### config.mk
export PLATFORM = sky130hd
export DESIGN_NAME = ysyx_23060201_mem_arbiter
export DESIGN_NICKNAME = d
export VERILOG_FILES = /design/src/rtl/ysyx_23060201_mem_arbiter.sv
export SDC_FILE = /design/constraint.sdc
export NUM_CORES = 1
export LEC_CHECK = 0
export ABC_AREA = 1
export BUFFER_PORTS_ARGS = -buffer_cell sky130_fd_sc_hd__buf_2
export CORE_UTILIZATION = 40
export CTS_BUF_LIST = sky130_fd_sc_hd__clkbuf_2
export CTS_CLUSTER_SIZE = 12
export DETAILED_ROUTE_END_ITERATION = 8
export GPL_TIMING_DRIVEN = 0
export PLACE_DENSITY_LB_ADDON = 0.1
export SLEW_MARGIN = 10
export SYNTH_ARGS = -nofsm -noshare
export SYNTH_HDL_FRONTEND = slang
export SYNTH_SLANG_ARGS = --single-unit
export TNS_END_PERCENT = 50
### constraint.sdc
create_clock -name clk -period 1.3 [get_ports clk]
set_input_delay 0.195 -clock clk [delete_from_list [all_inputs] [get_ports clk]]
set_output_delay 0.195 -clock clk [all_outputs]
set_load 0.01 [all_outputs]
### src/rtl/ysyx_23060201_mem_arbiter.sv
// IFU/LSU arbiter that serialises accesses to a single-port memory with a programmable wait latency.
// Optional macro YSYX_23060201_ARB_RR_EN selects round-robin instead of fixed LSU-priority arbitration.
module ysyx_23060201_mem_arbiter #(
  parameter int ADDR_WIDTH = 32,
  parameter int DATA_WIDTH = 32,
  parameter int LATENCY    = 1
) (
  input  logic                  clk,
  input  logic                  rst,
  input  logic                  ifu_req_valid,
  output logic                  ifu_req_ready,
  input  logic [ADDR_WIDTH-1:0] ifu_addr,
  output logic                  ifu_resp_valid,
  output logic [DATA_WIDTH-1:0] ifu_rdata,
  input  logic                  lsu_req_valid,
  output logic                  lsu_req_ready,
  input  logic                  lsu_wen,
  input  logic [ADDR_WIDTH-1:0] lsu_addr,
  input  logic [DATA_WIDTH-1:0] lsu_wdata,
  input  logic [7:0]            lsu_mask,
  output logic                  lsu_resp_valid,
  output logic [DATA_WIDTH-1:0] lsu_rdata,
  output logic                  mem_ren,
  output logic [ADDR_WIDTH-1:0] mem_raddr,
  output logic [7:0]            mem_rmask,
  output logic                  mem_wen,
  output logic [ADDR_WIDTH-1:0] mem_waddr,
  output logic [DATA_WIDTH-1:0] mem_wdata,
  output logic [7:0]            mem_wmask,
  input  logic [DATA_WIDTH-1:0] mem_rdata
);
  // state  | meaning
  // IDLE   | no transaction; ready offered to the granted requester
  // WAIT   | latency down-count before the memory access
  // ACCESS | single-cycle ren/wen strobe to memory
  // RESP   | single-cycle resp_valid to the owning requester
  typedef enum logic [1:0] {S_IDLE, S_WAIT, S_ACCESS, S_RESP} state_t;

  localparam logic [3:0] C_LOAD      = (LATENCY > 0) ? 4'(LATENCY - 1) : 4'd0;
  localparam logic [7:0] C_WORD_MASK = 8'((1 << (DATA_WIDTH / 8)) - 1);

  state_t                r_state;
  state_t                w_next;
  logic [3:0]            r_cnt;
  logic                  r_owner_lsu;
  logic                  r_wen;
  logic [ADDR_WIDTH-1:0] r_addr;
  logic [DATA_WIDTH-1:0] r_wdata;
  logic [7:0]            r_mask;
  logic [DATA_WIDTH-1:0] r_ifu_rdata;
  logic [DATA_WIDTH-1:0] r_lsu_rdata;

  logic w_grant_lsu;
  logic w_grant_ifu;
  logic w_idle;
  logic w_hs;
  logic w_access;
  logic w_resp;

`ifdef YSYX_23060201_ARB_RR_EN
  logic r_last_lsu;

  // On a tie the side that did not win last time gets the grant.
  assign w_grant_lsu = lsu_req_valid & (~ifu_req_valid | ~r_last_lsu);

  always_ff @(posedge clk) begin
    if (rst) begin
      r_last_lsu <= 1'b1;
    end else if (w_hs) begin
      r_last_lsu <= w_grant_lsu;
    end
  end
`else
  assign w_grant_lsu = lsu_req_valid;
`endif

  assign w_grant_ifu = ifu_req_valid & ~w_grant_lsu;
  assign w_idle      = (r_state == S_IDLE) & ~rst;
  assign w_hs        = w_idle & (ifu_req_valid | lsu_req_valid);
  assign w_access    = (r_state == S_ACCESS) & ~rst;
  assign w_resp      = (r_state == S_RESP) & ~rst;

  always_ff @(posedge clk) begin
    if (rst) begin
      r_state <= S_IDLE;
    end else begin
      r_state <= w_next;
    end
  end

  always_comb begin
    w_next = r_state;
    case (r_state)
      S_IDLE:   if (w_hs) w_next = (LATENCY == 0) ? S_ACCESS : S_WAIT;
      S_WAIT:   if (r_cnt == 4'd0) w_next = S_ACCESS;
      S_ACCESS: w_next = S_RESP;
      S_RESP:   w_next = S_IDLE;
      default:  w_next = S_IDLE;
    endcase
  end

  always_comb begin
    ifu_req_ready  = w_idle & w_grant_ifu;
    lsu_req_ready  = w_idle & w_grant_lsu;
    mem_ren        = w_access & ~r_wen;
    mem_wen        = w_access & r_wen;
    mem_raddr      = mem_ren ? r_addr : '0;
    mem_rmask      = mem_ren ? r_mask : 8'd0;
    mem_waddr      = mem_wen ? r_addr : '0;
    mem_wdata      = mem_wen ? r_wdata : '0;
    mem_wmask      = mem_wen ? r_mask : 8'd0;
    ifu_resp_valid = w_resp & ~r_owner_lsu;
    lsu_resp_valid = w_resp & r_owner_lsu;
    ifu_rdata      = r_ifu_rdata;
    lsu_rdata      = r_lsu_rdata;
  end

  always_ff @(posedge clk) begin
    if (rst) begin
      r_cnt       <= 4'd0;
      r_owner_lsu <= 1'b0;
      r_wen       <= 1'b0;
      r_addr      <= '0;
      r_wdata     <= '0;
      r_mask      <= 8'd0;
      r_ifu_rdata <= '0;
      r_lsu_rdata <= '0;
    end else begin
      if (w_hs) begin
        r_cnt       <= C_LOAD;
        r_owner_lsu <= w_grant_lsu;
        r_wen       <= w_grant_lsu & lsu_wen;
        r_addr      <= w_grant_lsu ? lsu_addr : ifu_addr;
        r_wdata     <= w_grant_lsu ? lsu_wdata : '0;
        r_mask      <= w_grant_lsu ? lsu_mask : C_WORD_MASK;
      end else if ((r_state == S_WAIT) && (r_cnt != 4'd0)) begin
        r_cnt <= r_cnt - 4'd1;
      end
      // Read data is captured on the edge that ends ACCESS; a store ack reports zero.
      if (r_state == S_ACCESS) begin
        if (r_wen) begin
          r_lsu_rdata <= '0;
        end else if (r_owner_lsu) begin
          r_lsu_rdata <= mem_rdata;
        end else begin
          r_ifu_rdata <= mem_rdata;
        end
      end
    end
  end

endmodule
== Word level (Yosys, flattened, before mapping) ==
Cells that the tools add are included.

* Reductions and logical operators: 9
* Equal/unequal tests: 5
* Add/subtract/negate cells: 1
* Muxes and demuxes: 13
* Bitwise gates (word level): 17

{| class="wikitable"
|+ Operators by type and width
! operator !! number
|-
| 32-bit 2-to-1 mux || 7
|-
| 8-bit 2-to-1 mux || 3
|-
| 1-bit bitwise AND || 12
|-
| 2-bit case mux with 4 select lines || 1
|-
| 2-bit == test (second input constant) || 2
|-
| 4-bit zero test || 1
|-
| 2-bit 2-to-1 mux || 2
|-
| 2-bit != test (second input constant) || 2
|-
| 1-bit NOT || 4
|-
| 2-bit AND reduction || 2
|-
| 4-bit nonzero test || 1
|-
| 4-bit by 1-bit subtractor with 4-bit output (second input constant) || 1
|-
| 3-bit AND reduction || 1
|-
| 2-bit by 1-bit == test with 1-bit output (second input constant) || 1
|-
| 2-bit zero test || 1
|-
| 2-bit nonzero test || 1
|-
| 2-bit OR reduction || 1
|-
| 1-bit logical AND || 1
|-
| 1-bit OR || 1
|}

* Register bits after elaboration: 144
* Word-level logic and storage cells: 54
* Input port bits: 141
* Output and inout port bits: 182

== Longest topological paths before layout ==
* Depth in word-level cells: 5
* Depth in mapped cells: 9
* Gate-level depth less buffers: 7

== Worst setup path after synthesis ==
No wires, ideal clock.

* Path type: register to output
* Start: register r_state[0]
* End: output mem_waddr[0]
* Data arrival time: 1522 ps
* Required time: 1105 ps
* Slack: -417 ps
* Path buffers: 1
* Stages on the path, launching flop included: 8
* Cells stage by stage: dfxtp_1 inv_1 ha_1 inv_1 nor3_1 inv_2 buf_6 nor2_1

* Longest elaborated chain between the ends: 4

{| class="wikitable"
|+ RTL lines
! what !! RTL line !! source
|-
| start: declaration || 42 || <nowiki>state_t r_state;</nowiki>
|-
| start signal: assignment || 87 || <nowiki>r_state <= w_next;</nowiki>
|-
| 2-bit == test || 80 || <nowiki>assign w_access = (r_state == S_ACCESS) & ~rst;</nowiki>
|-
| 1-bit bitwise AND || 80 ||
|-
| 1-bit bitwise AND || 106 || <nowiki>mem_wen = w_access & r_wen;</nowiki>
|-
| net mem_wen || 26 || <nowiki>output logic mem_wen,</nowiki>
|-
| 32-bit 2-to-1 mux || 109 || <nowiki>mem_waddr = mem_wen ? r_addr : '0;</nowiki>
|-
| end: declaration || 27 || <nowiki>output logic [ADDR_WIDTH-1:0] mem_waddr,</nowiki>
|}

The timed path passes the listed nets, and every way through them passes these cells.

== Worst setup path after layout ==
* Start: register r_state[0]
* End: output mem_rmask[3]

* Longest elaborated chain between the ends: 4

{| class="wikitable"
|+ RTL lines
! what !! RTL line !! source
|-
| 2-bit == test || 80 ||
|-
| 1-bit bitwise AND || 80 ||
|-
| 1-bit bitwise AND || 105 || <nowiki>mem_ren = w_access & ~r_wen;</nowiki>
|-
| 8-bit 2-to-1 mux || 108 || <nowiki>mem_rmask = mem_ren ? r_mask : 8'd0;</nowiki>
|-
| end: declaration || 25 || <nowiki>output logic [7:0] mem_rmask,</nowiki>
|}

No other way between the ends.

==> impl.org <==
** Synth
- Post-synthesis sequential area ratio :: 45.8%
- Total number of yosys warnings :: 0
- By area the synthesized netlist is led by sky130_fd_sc_hd__dfxtp_1, sky130_fd_sc_hd__nor2_1, sky130_fd_sc_hd__nand2_1.
- The mapped netlist covers 6290 sq um.
- Cells after Synth :: 932
- Cell with the most instances after synthesis :: sky130_fd_sc_hd__nor2_1
- sky130_fd_sc_hd__dfxtp_1 takes more of the synthesized area than any other cell.
- In the synthesized netlist the async set-or-reset flop fraction comes to 0%.
- Synthesis instantiated 21 different standard cells from the library.
- Synthesis produced a netlist with a net count of 1079.
- Share of Yosys cell area claimed by the top area cell type :: 45.8%
- The synthesized design contains 0 enable-type register cells.
- Mean Syn Cell Area :: 6.75 sq um
- The synthesized design contains 144 register bits.
- In the synthesized netlist the dominant register cell turns out to be sky130_fd_sc_hd__dfxtp_1.
- Post-synth top cells :: sky130_fd_sc_hd__nor2_1, sky130_fd_sc_hd__nand2_1, sky130_fd_sc_hd__dfxtp_1

** Placement
- Detailed placement ended at an HPWL of 14900 microns.
- After detailed placement, the total cell area comes to 8250 sq um.
- Timing analysis after detailed placement gives a worst setup slack of -444 ps.
- Port Buffer Count :: 321
- Routability congestion estimate :: 0.811

** Timing
- Setup violations remaining at the end of the flow were counted as 326.
- Slew margin rel. :: 67.1%
- Number of max-slew violations in the final report :: 0
- Final hold viol count :: 0
- Setup_tns :: -155870 ps
- Setup repair after global routing missed its margin :: true
- Across all setup checks in the final design, the least slack found is -985 ps.
- For the pin with the worst max-slew slack, the measured transition is 494 ps.
- The clock arrives with 30.2 ps of skew.
- The smallest clock period supported by the final layout is computed as 2280 ps.
- Fin crit share :: 176%
- For this run, the top clock speed supported by timing is 0.438 GHz.

** GRT
- The via count of the first global-routing pass is 7111.
- After global routing the overflow that remains totals 0.
- Antenna violations before repair :: 1
- Entering global routing, the biggest net connects 17 pins.
- Global routing used 26.1% of the available tracks.
- The first global-routing pass estimated 33600 microns of wire.

** Clock tree
- Number of clock sinks seen by CTS :: 144
- Root Driver :: sky130_fd_sc_hd__clkbuf_2
- The clock passes through at most 2 buffers.
- After clock tree synthesis, the clock-pin slew on the worst setup and hold paths is 190 ps.
- The number of clock buffers added by TritonCTS is 17.
- H-Tree Level Count :: 4
- Clock insertion delay at the later pin of the skew report :: 690 ps
- Clock tree from TritonCTS :: yes

** Detailed routing
- 1st-pass router iterations :: 4
- Total routed wirelength :: 21800 microns
- For this run, design rule violations remaining after detail routing come to 0.
- The final route contains 7537 vias.
- For this block, the initial DRC count from the detailed router was 267.
- Antenna viol nets, final :: 0
- In the routed layout, each cell is associated on average with a via count of 4.56.
- Average detailed-routed wire length per instance :: 13.2 microns

** Finish
- Summing all non-filler instances in the final layout gives an area of 10400 sq um.
- The filler cells instantiated in the layout total 1315.
- Share of post-route cells with drive strength above 1 :: 33.8%
- Compared with the post-synthesis result, the final layout area differs by 66.0%.
- Summing all multi-input logic gate instances after layout gives 3000 sq um.
- # nets final :: 1577
- Sequential cell area in the final layout :: 2890 sq um

** Floorplan
- After floorplanning, the core was divided into 45 placement rows.
- Total core area :: 15300 sq um
- Ports placed on the boundary :: 323
- Die extent in y :: 127 microns
- Width of the chip :: 127 microns
- The die covers 16200 sq um.
- Once the floorplan was initialized, standard cells occupied 41.3% of the core.

** Job
- Max-cap violations in this run came to 0.

** Worst setup path
- The largest individual stage delay along the critical path comes from the cell sky130_fd_sc_hd__dfxtp_2.
- Combined buffer and inverter count along the critical path :: 5
- The worst setup path is launched from a flop.
- Cell chain of the critical path :: inv_2 -> ha_4 -> inv_4 -> nor3_4 -> clkinv_4 -> buf_8 -> nor2_4 -> buf_6
- Of all nets on the critical path, the largest fanout is 7.
- Arrival time of data at the critical path endpoint :: 2090 ps
- Among cell families on the critical path, the largest total delay comes from buffers and inverters.
- Data required, critical path :: 1110 ps
- Crit-path max cell delay :: 370 ps
- Critical path capture point type :: output pin
- The worst setup path is of the flop to output pin kind.

** Power and ir drop
- After layout, the design draws a total of 0.0138 W.
- Maximum VDD drop :: 0.944 mV
- P_leak :: 5.11 nW
- Pwr per Cell Area :: 1320 nW/um^2

** Hold path
- The worst hold path belongs to the class input pin to flop.

** Run status
- Violations in the final reports :: negative setup slack
- Status :: complete, but fails checks
-- through the flow --
step	std cells	hold WS [ps]	utilization (%)
after CTS	1644	18.7	66.8
after floorplan	932	308	-
after global placement	1464	394	54.1
after detailed placement	1464	402	54.1
final	1654	99.5	68.5
after global routing	1654	89.7	68.5
-- power breakdown --
part,leakage [nW],internal [W],total (W),switching (W)
sequential,1.18,0.00539,0.00581,0.000421
combinational,3.80,0.00233,0.00550,0.00317
clock,0.132,0.000877,0.00253,0.00166
-- tightest hold or removal path, stage by stage --
cell and delay (ps):
sky130_fd_sc_hd__buf_2 170, sky130_fd_sc_hd__inv_2 110, sky130_fd_sc_hd__nand2_1 70, sky130_fd_sc_hd__nand2_1 50
sky130_fd_sc_hd__nor2_1 90, sky130_fd_sc_hd__nor2_1 50
-- logic make-up (layout without fill, tap and decap cells) --
group / after synthesis / in the layout / share of synthesized area [%]
buffers and inverters: 156 / 666 / 11.1
other: 0 / 1 / 0
flip-flops: 144 / 144 / 45.8
AO/OA/AOI/OAI: 144 / 144 / 12.1
adder cells (fa/ha/maj): 6 / 6 / 1.19
AND/OR/NAND/NOR: 481 / 481 / 29.7
XOR/XNOR: 1 / 1 / 0.139
-- worst paths after layout --
kind	from	end	slack, ps	cells after the start
worst max-delay path	r_state[0]	mem_rmask[3]	-980	8
worst min-delay path	lsu_req_valid	r_addr[0]	100	6
worst max register to register	r_state[0]	r_addr[7]	-440	12
worst min register to register	r_cnt[1]	r_cnt[1]	470	2
-- final cells by class --
cell class              count  area share (%)
inverters                  97            3.63
clock buffers              18           0.862
well taps                 211            2.53
flip-flops and latches    144            27.7
repair buffers            479            31.0
diodes                      1          0.0240
multi-input cells         632            28.7
clock inverters            13            1.34
plain buffers              59            4.26
-- metal layers --
layer / wire length, microns / vias up / track usage, %
met2: 10600 / 257 / 45.2
met3: 1420 / 34 / 7.12
met5: 0 / - / 0
li1: - / 3864 / -
met4: 556 / 0 / 9.87
met1: 9300 / 3382 / 30.7
-- registers in the layout (all words and copies together), names as in the netlist --
register / count
r_cnt: 4
r_addr: 32
r_owner_lsu: 1
lsu_rdata: 32
r_state: 2
ifu_rdata: 32
r_wen: 1
r_mask: 8
r_wdata: 32
-- timing repair --
| item | 4_1_cts | 5_1_grt |
|---|---|---|
| pin swaps | 2 | 4 |
| buffers inserted | 6 | 9 |
| gates resized for setup | 77 | 52 |
| setup endpoints to repair | 325 | 325 |
| hold buffers | 140 | 0 |
| endpoints found under the hold margin | 142 | 0 |
| gates cloned | 3 | 1 |
-- cells in the final DEF, fill, tap and decap left out, types with 2 or more instances in the layout --
cell	Yosys	routed
sky130_fd_sc_hd__clkbuf_2	0	20
sky130_fd_sc_hd__nand2_1	176	175
sky130_fd_sc_hd__inv_4	0	2
sky130_fd_sc_hd__o21ai_2	10	11
sky130_fd_sc_hd__dfxtp_1	144	141
sky130_fd_sc_hd__nor3_4	0	2
sky130_fd_sc_hd__ha_4	0	2
sky130_fd_sc_hd__clkbuf_1	23	20
sky130_fd_sc_hd__dlygate4sd3_1	0	140
sky130_fd_sc_hd__buf_4	5	16
sky130_fd_sc_hd__nor2_2	2	25
sky130_fd_sc_hd__o21ai_0	91	85
sky130_fd_sc_hd__buf_8	0	4
sky130_fd_sc_hd__ha_1	6	3
sky130_fd_sc_hd__clkinv_4	0	4
sky130_fd_sc_hd__inv_2	6	6
sky130_fd_sc_hd__clkinv_2	0	3
sky130_fd_sc_hd__nor2_1	260	217
sky130_fd_sc_hd__buf_2	22	321
sky130_fd_sc_hd__buf_6	9	32
sky130_fd_sc_hd__inv_1	91	87
sky130_fd_sc_hd__nor2_4	0	20
sky130_fd_sc_hd__dfxtp_2	0	2
sky130_fd_sc_hd__nor3_2	0	3
sky130_fd_sc_hd__bufinv_16	0	2
sky130_fd_sc_hd__nand3_1	36	36
sky130_fd_sc_hd__clkinvlp_4	0	4
sky130_fd_sc_hd__inv_6	0	2
sky130_fd_sc_hd__a21oi_1	37	37
sky130_fd_sc_hd__o21ai_1	5	10
Note: power is estimated with default switching activity, not from simulation.
